==> config.mk <==
export PLATFORM = sky130hd
export DESIGN_NAME = key_debounce
export DESIGN_NICKNAME = d
export VERILOG_FILES = /design/src/rtl/key_debounce.sv
export SDC_FILE = /design/constraint.sdc
export NUM_CORES = 1
export LEC_CHECK = 0
export CAP_MARGIN = 0
export CORE_ASPECT_RATIO = 0.7
export CORE_MARGIN = 3
export CORE_UTILIZATION = 59
export CTS_BUF_LIST = sky130_fd_sc_hd__clkbuf_4 sky130_fd_sc_hd__clkbuf_8
export DETAILED_ROUTE_END_ITERATION = 7
export PLACE_DENSITY = 0.92
export SYNTH_ARGS = -nofsm -noshare
export SYNTH_HDL_FRONTEND = slang
export SYNTH_SLANG_ARGS = --single-unit
==> constraint.sdc <==
create_clock -name clk_sys_i -period 2.7 [get_ports clk_sys_i]
set_clock_uncertainty 0.15 [all_clocks]
set_input_delay 0.675 -clock clk_sys_i [delete_from_list [all_inputs] [get_ports clk_sys_i]]
set_output_delay 0.675 -clock clk_sys_i [all_outputs]
set_load 0.02 [all_outputs]
==> src/rtl/key_debounce.sv <==
// Push-button debouncer: turns a slow divider level into a one-cycle sampling
// strobe, synchronises raw key pins and accepts a level only after a stable run.
module key_debounce #(
    parameter int NUM_KEYS       = 4,
    parameter int STABLE_SAMPLES = 4,
    parameter bit ACTIVE_LOW     = 1'b1
) (
    input  logic                clk_sys_i,
    input  logic                rst_n_i,
    input  logic                tick_i,
    input  logic [NUM_KEYS-1:0] key_i,
    output logic                tick_o,
    output logic [NUM_KEYS-1:0] key_state_o,
    output logic [NUM_KEYS-1:0] key_press_o,
    output logic [NUM_KEYS-1:0] key_release_o
);

    localparam int                  CNT_W    = $clog2(STABLE_SAMPLES + 1);
    localparam logic [CNT_W-1:0]    LAST_CNT = CNT_W'(STABLE_SAMPLES - 1);
    localparam logic [NUM_KEYS-1:0] IDLE_PIN = {NUM_KEYS{ACTIVE_LOW}};

    logic                tick_q_r;
    logic                tick_q2_r;
    logic                stb_s;
    logic                tick_r;
    logic [NUM_KEYS-1:0] sync1_r;
    logic [NUM_KEYS-1:0] sync2_r;
    logic [NUM_KEYS-1:0] raw_s;
    logic [NUM_KEYS-1:0] state_r;
    logic [NUM_KEYS-1:0] press_r;
    logic [NUM_KEYS-1:0] release_r;
    logic [NUM_KEYS-1:0] state_nxt_s;
    logic [NUM_KEYS-1:0] press_nxt_s;
    logic [NUM_KEYS-1:0] release_nxt_s;
    logic [CNT_W-1:0]    cnt_r     [NUM_KEYS];
    logic [CNT_W-1:0]    cnt_nxt_s [NUM_KEYS];

    // Tick edge detector; history resets high so a level already high at reset release is ignored.
    always_ff @(posedge clk_sys_i or negedge rst_n_i) begin
        if (!rst_n_i) begin
            tick_q_r  <= 1'b1;
            tick_q2_r <= 1'b1;
            tick_r    <= 1'b0;
        end else begin
            tick_q_r  <= tick_i;
            tick_q2_r <= tick_q_r;
            tick_r    <= stb_s;
        end
    end

    assign stb_s = tick_q_r & ~tick_q2_r;

    // Two-stage key synchroniser, parked at the released pin level.
    always_ff @(posedge clk_sys_i or negedge rst_n_i) begin
        if (!rst_n_i) begin
            sync1_r <= IDLE_PIN;
            sync2_r <= IDLE_PIN;
        end else begin
            sync1_r <= key_i;
            sync2_r <= sync1_r;
        end
    end

    assign raw_s = ACTIVE_LOW ? ~sync2_r : sync2_r;

    // Per-key run-length acceptance; any sample matching the current state restarts the run.
    always_comb begin
        state_nxt_s   = state_r;
        press_nxt_s   = {NUM_KEYS{1'b0}};
        release_nxt_s = {NUM_KEYS{1'b0}};
        cnt_nxt_s     = cnt_r;
        for (int k = 0; k < NUM_KEYS; k++) begin
            if (stb_s) begin
                if (raw_s[k] == state_r[k]) begin
                    cnt_nxt_s[k] = {CNT_W{1'b0}};
                end else if (cnt_r[k] == LAST_CNT) begin
                    state_nxt_s[k]   = raw_s[k];
                    press_nxt_s[k]   = raw_s[k];
                    release_nxt_s[k] = ~raw_s[k];
                    cnt_nxt_s[k]     = {CNT_W{1'b0}};
                end else begin
                    cnt_nxt_s[k] = cnt_r[k] + CNT_W'(1);
                end
            end else begin
                cnt_nxt_s[k] = cnt_r[k];
            end
        end
    end

    // Debounce state, run counters and registered pulses.
    always_ff @(posedge clk_sys_i or negedge rst_n_i) begin
        if (!rst_n_i) begin
            state_r   <= {NUM_KEYS{1'b0}};
            press_r   <= {NUM_KEYS{1'b0}};
            release_r <= {NUM_KEYS{1'b0}};
            for (int k = 0; k < NUM_KEYS; k++) begin
                cnt_r[k] <= {CNT_W{1'b0}};
            end
        end else begin
            state_r   <= state_nxt_s;
            press_r   <= press_nxt_s;
            release_r <= release_nxt_s;
            for (int k = 0; k < NUM_KEYS; k++) begin
                cnt_r[k] <= cnt_nxt_s[k];
            end
        end
    end

    assign tick_o        = tick_r;
    assign key_state_o   = state_r;
    assign key_press_o   = press_r;
    assign key_release_o = release_r;

endmodule

=== After elaboration in Yosys (flattened, before gate mapping) ===
Index checks and enable logic that the tools add are counted.

* Bits in registers: 35
* Input bits: 7
* Output and inout bits: 13
* Logic and storage cells: 74

* Add/subtract/negate cells: 4
* Equality and inequality tests: 8
* Mux-type cells: 32
* Bitwise operators: 11
* Reductions and logical operators: 4

{| class="wikitable"
|+ Operator list
! kind !! number
|-
| 1-bit two-way mux || 24
|-
| 3-bit two-way mux || 8
|-
| 3-bit by 1-bit adder with 3-bit output (second input constant) || 4
|-
| 3-bit by 2-bit == test with 1-bit output (second input constant) || 4
|-
| 3-bit AND reduction || 4
|-
| 1-bit NOT || 9
|-
| 1-bit == test || 4
|-
| 4-bit NOT || 1
|-
| 1-bit bitwise AND || 1
|}

=== Logic depth before layout (Yosys ltp) ===
Gate-level depths: netlist of the first run.

* Depth in word-level cells: 5
* Depth in mapped cells: 5
* Mapped depth without buffers: 4

=== Worst setup path after synthesis of the first run ===
Ideal clock, no wire load.

* Kind: reg-to-output
* From: reg state_r[3], in the netlist key_state_o[3]
* To: out key_state_o[3]
* Data arrival time: 0.487 ns
* Data required time: 1.875 ns
* Slack: 1.388 ns
* Stages on the path, launching flop included: 1
* Path buffers: 0
* Cells stage by stage: dfrtp_1

{| class="wikitable"
|+ RTL lines
! item !! line !! text
|-
| start, declared || 29 || <nowiki>logic [NUM_KEYS-1:0] state_r;</nowiki>
|-
| start signal, assigned || 93 || <nowiki>state_r <= {NUM_KEYS{1'b0}};</nowiki>
|-
| start signal, assigned || 100 || <nowiki>state_r <= state_nxt_s;</nowiki>
|-
| end, declared || 13 || <nowiki>output logic [NUM_KEYS-1:0] key_state_o,</nowiki>
|}

No word-level cell between the ends.

=== Worst setup path in the final report of the first run ===
* From: reg state_r[0], in the netlist key_state_o[0]
* To: out key_state_o[0]

No word-level cell between the ends.

==> out/results.txt, run 1 <==
Final Net Count - 143
Synthesized cell area - 1330 µm²
Number of synthesized flops with an enable pin - 0
Row count - 13
Final worst slack - 0.4633 ns
Final setup fails - 0
Inst Count DP - 155
Die H - 45.73 µm
Worst-path cell chain - clkdlybuf4s50_1
CP bufs+invs - 1
Global-route wire length before repair - 3712 µm
Critical Path AT - 1.41 ns
Clock Path Buffers - 2
Placed cell areas - 1549 µm²
Drt drc - 0
Post-Syn Area per Cell - 12.43 µm²
Port Buf Inserts - 19
IR drop worst, VDD - 0.5870 mV
PostCTS Resize Cnt - 0
Diode count - 0
Clock sink total - 35
Hold crit path type - flop to flop
Final period util - 0.8284
CP max stage delay - 0.64 ns
Post-route setup TNS - 0 ns
Maxcap violations - 0
IO Pins - 20
Post-synth ARST share - 1.000
CP delay by family, top - buffers and inverters
Final min period - 2.237 ns
CTS tree - yes
Startpoint types - flop
Yosys warning total - 0
Clk slew on worst S/H paths - 0.09 ns
CP Max Fanout - 5
Max Transition Viols Final - 0
CTS Hold Bufs - 0
Cells after Synth - 107
H-tree levels - 2
Unique masters post-synth - 28
Final Hold Fails - 0
Setup Buffers After CTS - 0
Fin area - 1609 µm²
Post-route ant nets - 0
Syn Nets - 118
Top cells by instance count after synthesis - 25 x dfrtp_1, 17 x nand2_1, 10 x dfstp_2
Pre-CTS setup slack - 0.8305 ns
Post-DR vias/cell - 5.282
Worst Setup End Kind - output pin
Leakage - 0.7262 nW
Largest cells by area after synthesis - dfrtp_1 47%, dfstp_2 20%, nand2_1 4.8%
Layout cells sized above 1 - 0.1654
Die width - 62.75 µm
P&R area growth vs syn - 20.98%
Sequential share of the synthesized area - 0.6679
Num CTS Buffers - 5
CP max-delay cell - clkdlybuf4s50_1
Die ar. - 2869 µm²
GPL Wtd Cong - 0.6880
RSZ-0062 raised after global routing - no
Area leader, netlist - dfrtp_1
Initial Util - 0.6702
Routed wire length - 2186 µm
Top-count cell post-synth - dfrtp_1
Clk_lat worst skew - 0.33 ns
F_max - 447.1 MHz
DR iter-0 viols - 12
Fin cells - 163
Ys flop type - dfrtp_1
Critical Path RT - 1.88 ns
Total number of vias - 861
Post-synth top area share - 0.4704
Detailed Routing Iterations Pass 1 - 4
Total core area - 1984 µm²
Initial antenna violation count - 0
Number of global-route vias before repair - 872
Gr ovfl total - 0
Result of the run - finished, final reports clean
CTS root buf - clkbuf_4
DP HPWL - 1569 µm
Flops & latches, synth - 35
Normalized max-slew margin - 0.7316
Wire per inst - 13.41 µm
Pwr/cell area - 833.4 nW/µm²
Slew @ Worst Pin - 0.4026 ns
GRT Total Usage - 0.1849
Crit path kind - flop to output pin
Pin count of the biggest net entering global routing - 36
[metal layers]
| metal | wire length (µm) | up-vias | global-route usage | share of wire |
|---|---|---|---|---|
| li1 | - | 414 | - | - |
| met1 | 925 | 418 | 0.1877 | 0.42 |
| met2 | 1101 | 23 | 0.3114 | 0.50 |
| met3 | 111 | 6 | 0.08148 | 0.051 |
| met4 | 48 | 0 | 0.1447 | 0.022 |
| met5 | 0 | - | 0 | 0 |
[worst reg2reg max path, stage by stage, from the launching register on]
cell	delay, ns
dfstp_2	0.60
nand2b_4	0.15
inv_2	0.20
o21ai_0	0.12
and2_1	0.16
[registers in the layout, indices dropped and copies added (netlist names)]
| name | cells |
|---|---|
| cnt_r | 12 |
| key_press_o | 4 |
| key_release_o | 4 |
| key_state_o | 4 |
| sync1_r | 4 |
| sync2_r | 4 |
| tick_o | 1 |
| tick_q2_r | 1 |
| tick_q_r | 1 |
[worst paths after layout]
check / startpoint / end / slack, ns / cells after the start
worst max-delay path: key_state_o[0] / key_state_o[0] / 0.46 / 1
worst min-delay path: sync1_r[3] / sync2_r[3] / 0.21 / 0
worst max register to register: tick_q_r / cnt_r[11] / 1.21 / 4
worst min register to register: sync1_r[3] / sync2_r[3] / 0.21 / 0
max in group asynchronous: rst_n_i / sync2_r[0] / 1.47 / 2
min in group asynchronous: rst_n_i / cnt_r[4] / 0.60 / 2
[cell usage in the layout (no fill, tap or decap), types with 2 or more instances in the layout]
master	n
o21ai_0	2
inv_1	2
dfrtp_1	25
nand3_1	4
clkdlybuf4s50_1	19
a21oi_1	2
ha_1	4
a21boi_1	2
o21ai_1	9
xnor2_1	3
nand4bb_1	2
dfstp_2	10
nor2_1	3
nand2_1	17
clkbuf_4	8
nand2b_1	6
nor3_1	3
[where the power goes]
part           internal, W  leakage, nW  switching, W  total [W]
registers         0.000620        0.442     0.0000877   0.000708
logic             0.000161        0.247      0.000185   0.000346
clock network     0.000134       0.0368      0.000153   0.000287
total             0.000915        0.726      0.000426    0.00134
[per-stage QoR]
step	power (W)	hold slack (ns)	utilization
finish	0.001341	0.2072	0.8108
global route	0.001432	0.2116	0.8108
CTS	0.001351	0.2069	0.8108
detailed placement	0.001064	0.1975	0.7806
global placement	0.001018	0.1960	0.7806
floorplan	0.0009150	0.1952	-
[kinds of logic after synthesis]
group | share of synthesized area
buffers and inverters | 0.02069
xor gates and xnor gates | 0.02635
and+or+nand+nor | 0.1759
adders and majority gates | 0.03763
DFF | 0.6679
AOI/OAI and AO/OA | 0.07149
[layout make-up]
cell class	instances	area, µm²
inverter	3	11.26
multi-input combinational	67	414.1
fill	123	375.4
timing repair buffer	20	197.7
tap	30	37.54
clock buffer	8	60.06
sequential	35	888.4
Power figures use the tool's default switching activity.
==> inputs of run 2 (changes only) <==
- CORE_UTILIZATION: 59 -> 49
- PLACE_DENSITY: 0.92 -> 0.82
- clock period: 2.7 -> 2 ns (I/O delays scaled with it)
==> run 2 against run 1 <==
Compared with the run above:
- sequential share of layout area shrank 1.7 points
- hold slack lost 0.00083 ns
- final area grew 3.2%
- critical path type unchanged
- flip-flop and latch count is the same
- critical endpoint is now key_press_o[0]
- power grew 40%
- sequential power grew 34%
- combinational power grew 27%
==> out/results.txt, run 2 (synthesis gave the netlist of run 1 again) <==
CP max stage delay - 0.60 ns (was 0.64 ns)
Pwr/cell area - 1128 nW/µm² (was 833.4 nW/µm²)
Post-route setup TNS - 0 ns (unchanged)
Post-DR vias/cell - 4.922 (was 5.282)
CTS tree - yes (unchanged)
RSZ-0062 raised after global routing - no (unchanged)
Routed wire length - 1966 µm (was 2186 µm)
R2R cell count - 4 (unchanged)
Number of global-route vias before repair - 809 (was 872)
Final period util - 0.9245
Most frequent cells in the layout - 25 x dfrtp_1, 17 x nand2_1, 15 x clkdlybuf4s50_1 (was 25 x dfrtp_1, 19 x clkdlybuf4s50_1, 17 x nand2_1)
Final Net Count - 143 (unchanged)
GRT Total Usage - 0.1461 (was 0.1849)
Die width - 68.27 µm (was 62.75 µm)
Worst hold endpoint - sync2_r[1] (was sync2_r[3])
Detailed Routing Iterations Pass 1 - 4 (unchanged)
Pin count of the biggest net entering global routing - 36 (unchanged)
Total core area - 2515 µm² (was 1984 µm²)
Post-route ant nets - 0 (unchanged)
Worst-path cell chain - clkdlybuf4s50_1 (unchanged)
Hold crit path type - flop to flop (unchanged)
Total number of vias - 817 (was 861)
Global-route wire length before repair - 3512 µm (was 3712 µm)
Row count - 15 (was 13)
Diode count - 0 (unchanged)
CTS Hold Bufs - 0 (unchanged)
IR drop worst, VDD - 0.7377 mV (was 0.5870 mV)
Reg-to-reg endpoint - cnt_r[11] (unchanged)
Clock sink total - 35 (unchanged)
Die ar. - 3386 µm² (was 2869 µm²)
Final core utilization - 0.6602 (was 0.8108)
H-tree levels - 2 (unchanged)
Initial antenna violation count - 0 (unchanged)
Maxcap violations - 0 (unchanged)
Final Hold Fails - 0 (unchanged)
Setup Buffers After CTS - 0 (unchanged)
F_max - 540.9 MHz
Crit path kind - flop to output pin (unchanged)
CP max-delay cell - clkdlybuf4s50_1 (unchanged)
Filler cells - 192 (was 123)
FF-to-FF Start - tick_q_r (unchanged)
R2R setup slack - 0.54 ns (was 1.21 ns)
Startpoint types - flop (unchanged)
CP bufs+invs - 1 (unchanged)
Final setup fails - 0 (unchanged)
P&R area growth vs syn - 24.84% (was 20.98%)
Commonest non-fill, non-tap cell in the layout - dfrtp_1 (unchanged)
Gr ovfl total - 0 (unchanged)
Num CTS Buffers - 5 (unchanged)
Critical Path AT - 1.20 ns (was 1.41 ns)
Result of the run - finished, final reports clean (unchanged)
Clk slew on worst S/H paths - 0.06 ns (was 0.09 ns)
Hold_sp - sync1_r[1] (was sync1_r[3])
DR iter-0 viols - 46 (was 12)
Layout cells sized above 1 - 0.1591 (was 0.1654)
Normalized max-slew margin - 0.8247 (was 0.7316)
Die H - 49.59 µm (was 45.73 µm)
Clk_lat worst skew - 0.28 ns (was 0.33 ns)
CP delay by family, top - buffers and inverters (unchanged)
Hold Path Stages - 0 (unchanged)
Initial Util - 0.5289 (was 0.6702)
Slew @ Worst Pin - 0.2610 ns (was 0.4026 ns)
Largest Register - cnt_r (unchanged)
GPL Wtd Cong - 0.7017 (was 0.6880)
Clock Path Buffers - 2 (unchanged)
Critical Path RT - 1.35 ns (was 1.88 ns)
Max Transition Viols Final - 0 (unchanged)
IO Pins - 20 (unchanged)
Wire per inst - 11.84 µm (was 13.41 µm)
Final min period - 1.849 ns
Drt drc - 0 (unchanged)
PostCTS Resize Cnt - 0 (unchanged)
Worst Setup End Kind - output pin (unchanged)
Leakage - 0.7978 nW (was 0.7262 nW)
Max reg flops - 12 (unchanged)
CTS root buf - clkbuf_8 (was clkbuf_4)
CP Max Fanout - 1 (was 5)
Port Buf Inserts - 19 (unchanged)
DP HPWL - 1357 µm (was 1569 µm)
[run 2: power by group]
part	switching [W]	internal, W	total [W]
clock	0.000218	0.000266	0.000485
sequential	0.000109	0.000839	0.000949
combinational	0.000232	0.000208	0.000440
[run 2: stage by stage]
step	setup WS, ns	total power (W)	cell area [µm²]	hold WS [ns]	cells
2_1_floorplan	0.7200	0.001235	1330	0.05441	107
3_3_place_gp	0.3298	0.001379	1567	0.1956	159
3_5_place_dp	0.3182	0.001414	1567	0.1976	159
4_1_cts	0.008794	0.001904	1650	0.2089	166
5_1_grt	0.1059	0.002012	1660	0.2104	166
6_report	0.1511	0.001873	1660	0.2064	166
[run 2: area by class of cell]
type / instances / area [µm²] / area share
sequential: 35 / 888.4 / 0.5350
timing repair buffer: 20 / 220.2 / 0.1326
multi-input combinational: 67 / 414.1 / 0.2494
inverter: 3 / 11.26 / 0.006782
clock buffer: 7 / 83.83 / 0.05049
tap: 34 / 42.54 / 0.02562
[run 2: metal layers]
layer	share of wire	global-route usage	vias to the layer above
met1	0.44	0.1822	386
met5	0	0	-
met4	0.022	0.06931	0
met2	0.47	0.2080	17
li1	-	-	408
met3	0.065	0.07517	6
[run 2: worst max-delay path by stage]
| stage | startpoint | endpoint | slack, ns | cells after the start |
|---|---|---|---|---|
| final | key_press_o[0] | key_press_o[0] | 0.15 | 1 |
| after global routing | key_release_o[1] | key_release_o[1] | 0.11 | 1 |
| after CTS | key_state_o[2] | key_state_o[2] | 0.009 | 1 |
| after detailed placement | key_state_o[2] | key_state_o[2] | 0.32 | 1 |
| after global placement | key_state_o[3] | key_state_o[3] | 0.33 | 1 |
| after floorplan | tick_q_r | cnt_r[11] | 0.72 | 5 |
==> inputs of run 3 (changes only) <==
- PLACE_DENSITY: 0.82 -> 0.76
==> run 3 against run 2 <==
Compared with the run above:
- critical path depth did not move
- largest cell class unchanged
- clock-buffer cell count rose by 1
- sequential share of layout area fell by 0.52 points
- cell count rose by 0.60%
- combinational power barely moved
- register-to-register slack got worse by 0.02 ns
- final area rose by 0.98%
- routed wire length rose by 9.2%
- clock power rose by 13%
- die area did not move
- critical path type unchanged
- maximum frequency fell by 0.83%
- highest routed layer unchanged
==> out/results.txt, run 3 (synthesis gave the netlist of run 1 again) <==
Initial antenna violation count - 0 (unchanged)
Fin area - 1677 µm² (was 1660 µm²)
Diode count - 0 (unchanged)
P&R area growth vs syn - 26.06% (was 24.84%)
Max Transition Viols Final - 0 (unchanged)
CTS tree - yes (unchanged)
Normalized max-slew margin - 0.8246 (was 0.8247)
Maxcap violations - 0 (unchanged)
H-tree levels - 2 (unchanged)
Pwr/cell area - 1158 nW/µm² (was 1128 nW/µm²)
CP max-delay cell - clkdlybuf4s50_1 (unchanged)
Clk slew on worst S/H paths - 0.06 ns (about the same)
M2 GR Usage - 0.2496 (was 0.2080)
Worst Setup End Kind - output pin (unchanged)
Drt drc - 0 (unchanged)
Detailed Routing Iterations Pass 1 - 4 (unchanged)
GRT Total Usage - 0.1573 (was 0.1461)
DP HPWL - 1539 µm (was 1357 µm)
Hold_sp - sync1_r[3] (was sync1_r[1])
Routed wire length - 2146 µm (was 1966 µm)
Final Hold Fails - 0 (unchanged)
GPL Wtd Cong - 0.7292 (was 0.7017)
Crit path kind - flop to output pin (unchanged)
Slew @ Worst Pin - 0.2612 ns (was 0.2610 ns)
Num CTS Buffers - 5 (unchanged)
Final setup fails - 0 (unchanged)
Inst Count DP - 159 (unchanged)
GRT busiest layer - met2 (unchanged)
Hold crit path type - flop to flop (unchanged)
Final min period - 1.864 ns (was 1.849 ns)
Grt met1 use - 0.1813 (was 0.1822)
IR drop worst, VDD - 0.5621 mV (was 0.7377 mV)
CP max stage delay - 0.60 ns (about the same)
CP Max Fanout - 1 (unchanged)
CTS root buf - clkbuf_8 (unchanged)
Post-route ant nets - 0 (unchanged)
Final Net Count - 143 (unchanged)
Fin cells - 167 (was 166)
Startpoint types - flop (unchanged)
IO Pins - 20 (unchanged)
Most frequent cells in the layout - 25 x dfrtp_1, 17 x nand2_1, 15 x clkdlybuf4s50_1 (unchanged)
Die ar. - 3386 µm² (unchanged)
Pin count of the biggest net entering global routing - 36 (unchanged)
Final core utilization - 0.6667 (was 0.6602)
Clock Path Buffers - 2 (unchanged)
CP bufs+invs - 1 (unchanged)
Clock sink total - 35 (unchanged)
Layout cells sized above 1 - 0.1654 (was 0.1591)
Total power - 0.001941 W (was 0.001873 W)
Gr ovfl total - 0 (unchanged)
Post-DR vias/cell - 4.946 (was 4.922)
CP delay by family, top - buffers and inverters (unchanged)
DR iter-0 viols - 18 (was 46)
Critical Path RT - 1.35 ns (about the same)
Total core area - 2515 µm² (unchanged)
Worst-path cell chain - clkdlybuf4s50_1 (unchanged)
Largest Register - cnt_r (unchanged)
Max reg flops - 12 (unchanged)
Met3 Usage GRT - 0.06378 (was 0.07517)
Setup Buffers After CTS - 0 (unchanged)
Initial Util - 0.5289 (unchanged)
Commonest non-fill, non-tap cell in the layout - dfrtp_1 (unchanged)
Worst setup path start - key_release_o[2] (was key_press_o[0])
Placed cell areas - 1567 µm² (unchanged)
Leakage - 0.7979 nW (was 0.7978 nW)
Final period util - 0.9322 (was 0.9245)
Total number of vias - 826 (was 817)
RSZ-0062 raised after global routing - no (unchanged)
CTS Hold Bufs - 0 (unchanged)
F_max - 536.4 MHz (was 540.9 MHz)
Row count - 15 (unchanged)
Clk_lat worst skew - 0.28 ns (about the same)
Die H - 49.59 µm (unchanged)
Wire per inst - 12.85 µm (was 11.84 µm)
Die width - 68.27 µm (unchanged)
Critical Path AT - 1.21 ns (was 1.20 ns)
Post-route setup TNS - 0 ns (unchanged)
Port Buf Inserts - 19 (unchanged)
Result of the run - finished, final reports clean (unchanged)
FF-to-FF Start - tick_q_r (unchanged)
Number of global-route vias before repair - 832 (was 809)
Global-route wire length before repair - 3767 µm (was 3512 µm)
## run 3: cell type report
cell class / instances / area [µm²]
Timing Repair Buffer: 20 / 216.5
Multi-Input combinational cell: 67 / 414.1
Fill cell: 197 / 838.3
Inverter: 3 / 11.26
Tap cell: 34 / 42.54
Clock buffer: 8 / 103.9
Sequential cell: 35 / 888.4
## run 3: worst paths after layout
check                                   end  slack [ns]  cells past startpoint
max                        key_release_o[2]        0.14                      1
min                              sync2_r[3]        0.21                      0
max reg2reg                       cnt_r[11]        0.52                      4
min reg2reg                      sync2_r[3]        0.21                      0
max in group asynchronous        sync1_r[2]        1.01                      2
min in group asynchronous          cnt_r[1]        0.45                      2
## run 3: per-layer routing
layer | vias to the layer above | share of wire
met5 | - | 0
met4 | 0 | 0.016
met3 | 4 | 0.053
met2 | 14 | 0.48
met1 | 397 | 0.45
li1 | 411 | -
## run 3: stage by stage
step	setup slack, ns	hold slack, ns
after global placement	0.3268	0.1963
after detailed placement	0.3033	0.1979
after global routing	0.07787	0.2091
final	0.1356	0.2050
after CTS	0.01046	0.2073
after floorplan	0.7200	0.05441
## run 3: power breakdown
part,total [W],leakage (nW),switching (W),internal (W)
Clock,0.000549,0.0549,0.000222,0.000327
Sequential,0.000952,0.442,0.000113,0.000839
Combinational,0.000441,0.301,0.000236,0.000204
## run 3: repair_timing
item | 4_1_cts | 5_1_grt
hold endpoints to repair | 0 | 0
resized for setup | 1 | 3
endpoints found under the setup margin | 1 | 3
==> variant, RTL diff (config.mk and constraints of run 3) <==
The output `key_press_o` loses its register stage (`press_r` becomes a continuous assignment).
--- a/src/rtl/key_debounce.sv
+++ b/src/rtl/key_debounce.sv
@@ -92,5 +92,4 @@
         if (!rst_n_i) begin
             state_r   <= {NUM_KEYS{1'b0}};
-            press_r   <= {NUM_KEYS{1'b0}};
             release_r <= {NUM_KEYS{1'b0}};
             for (int k = 0; k < NUM_KEYS; k++) begin
@@ -99,5 +98,4 @@
         end else begin
             state_r   <= state_nxt_s;
-            press_r   <= press_nxt_s;
             release_r <= release_nxt_s;
             for (int k = 0; k < NUM_KEYS; k++) begin
@@ -106,4 +104,6 @@
         end
     end
+
+    assign press_r = press_nxt_s;
 
     assign tick_o        = tick_r;
Check against the original RTL: not equivalent (a bounded check fails within 10 cycles, from zero or initial values and one cycle with rst_n_i low).
==> variant against run 3 <==
  * The run now ends with setup timing left
  * Sequential share of layout area fell by 7.3 points
  * Via count rose by 8.6%
  * Count of clock-buffer cells in the layout shrank 2
  * Power up 3.1%
  * Sequential cell count fell by 4
  * Area after synthesis decreased by 7.2%
  * Wire length rose by 14%
  * Final area increased by 3.0%
  * Worst setup slack worse by 0.23 ns
  * Core utilization is 9.7 points higher
  * Maximum frequency down 11%
  * Critical path type unchanged
==> variant: results (changes against run 3) <==
Status
  – Run status: complete, but fails checks
  – Failing checks: setup timing

Synthesis
  – Synth top area cells: dfrtp_1, dfstp_2, nand2_1
  – Distinct cell type count after synthesis: 25 (-11%)
  – Post-synthesis sequential area ratio: 0.6389 (-0.02898)
  – Post-synth top cells: dfrtp_1, nand2_1, dfstp_2, nand2b_1, o21ai_0
  – Syn nets: 115 (-2.5%)

Critical path
  – Reg2reg setup slack: 0.44 ns (-0.08 ns)
  – End of the critical path: key_press_o[0]
  – R2R Path End: cnt_r[0]$_DFFE_PN0P_
  – CP arrival: 1.44 ns (+0.23 ns)
  – Crit Path Max Fanout: 4 (+3)
  – R2R depth: 5 (+1)

Global route
  – Vias in the first global route: 877 (+5.4%)
  – GRT Util Overall: 0.1799 (+0.02255)
  – Largest net degree at the start of global routing: 32 (-11%)
  – First-pass GRT wire length: 3870 um (+2.7%)

Hold path
  – Hold Path End: sync2_r[0]$_DFF_PN1_
  – Hold Path Origin: sync1_r[0]$_DFF_PN1_

Clock network
  – CTS clk-pin slew, worst paths: 0.10 ns (+0.04 ns)
  – Longest Clk Path Bufs: 2 (unchanged)
  – Skew-Pair Late Insertion Delay: 0.34 ns (+0.06 ns)
  – Root Buffer: clkbuf_4

Route
  – Initial drt markers: 32 (+14)
  – Router iterations before antenna repair: 2 (-2)
  – Avg Vias per Cell: 4.983 (+0.75%)
  – Routed WL: 2444 um (+14%)

STA
  – Slew HR: 0.7501 (-0.07453)
  – Setup Viol. Count Final: 4 (+4)
  – Final WS setup: -0.09204 ns (-0.2276 ns)

Place
  – GPL Wtd Cong: 0.7636 (+4.7%)

Finish
  – Fill count: 140 (-29%)
  – Nets: 158 (+10%)
  – Largest register FFs: 12 (unchanged)
  – Layout cells sized above 1: 0.3514 (+0.1859)

Power and ir drop
  – Lkg Pwr: 0.8038 nW (+0.75%)
  – Peak supply drop: 0.001083 V (+93%)
-- variant: metal layers --
metal,vias up,GRT usage,part of all wire
met5,-,0,0
met1,436,0.2126,0.44
li1,440,-,-
met3,5,0.09859,0.045
met2,16,0.2789,0.50
met4,0,0.07692,0.012
-- variant: metrics by stage --
stage / instance area (um2) / hold slack (ns) / setup WS [ns] / setup TNS (ns) / std cells
2_1_floorplan: 1240 / 0.05441 / 0.02542 / 0 / 104
3_3_place_gp: 1575 / 0.1955 / -0.2001 / -0.7335 / 170
3_5_place_dp: 1575 / 0.1991 / -0.2316 / -0.8429 / 170
4_1_cts: 1660 / 0.2141 / -0.1251 / -0.4271 / 179
5_1_grt: 1727 / 0.2165 / -0.1875 / -0.7039 / 180
6_report: 1727 / 0.2133 / -0.09204 / -0.2743 / 180
-- variant: what timing repair did --
item | CTS | global route
resized for setup | 29 | 10
pin swaps | 3 | 4
endpoints found under the setup margin | 8 | 5
setup buffers | 1 | 1
-- variant: cells by family after synthesis --
logic type	synth area share
simple gates	0.1836
flops	0.6389
compound gates	0.07505
buf+inv	0.03347
xor+xnor	0.02839
fa+ha+maj	0.04057
-- variant: critical path, stage by stage (launching register included) --
cell and delay [ns]:
dfstp_2 0.55, buf_6 0.10, nand4bb_1 0.15, nor3_2 0.15, buf_4 0.17
-- variant: layout make-up --
| cell class | instances | area share |
|---|---|---|
| sequential | 31 | 0.4565 |
| multi-input combinational | 67 | 0.2717 |
| timing repair buffer | 39 | 0.1920 |
| clock buffer | 6 | 0.02971 |
| tap | 32 | 0.02319 |
| clock inverter | 2 | 0.02029 |
| inverter | 3 | 0.006522 |
-- variant: power by group --
group          switching, mW  internal [mW]  total (mW)
Clock                  0.222          0.295       0.517
Combinational          0.313          0.318       0.631
Sequential            0.0982          0.755       0.853
Total                  0.633           1.37        2.00
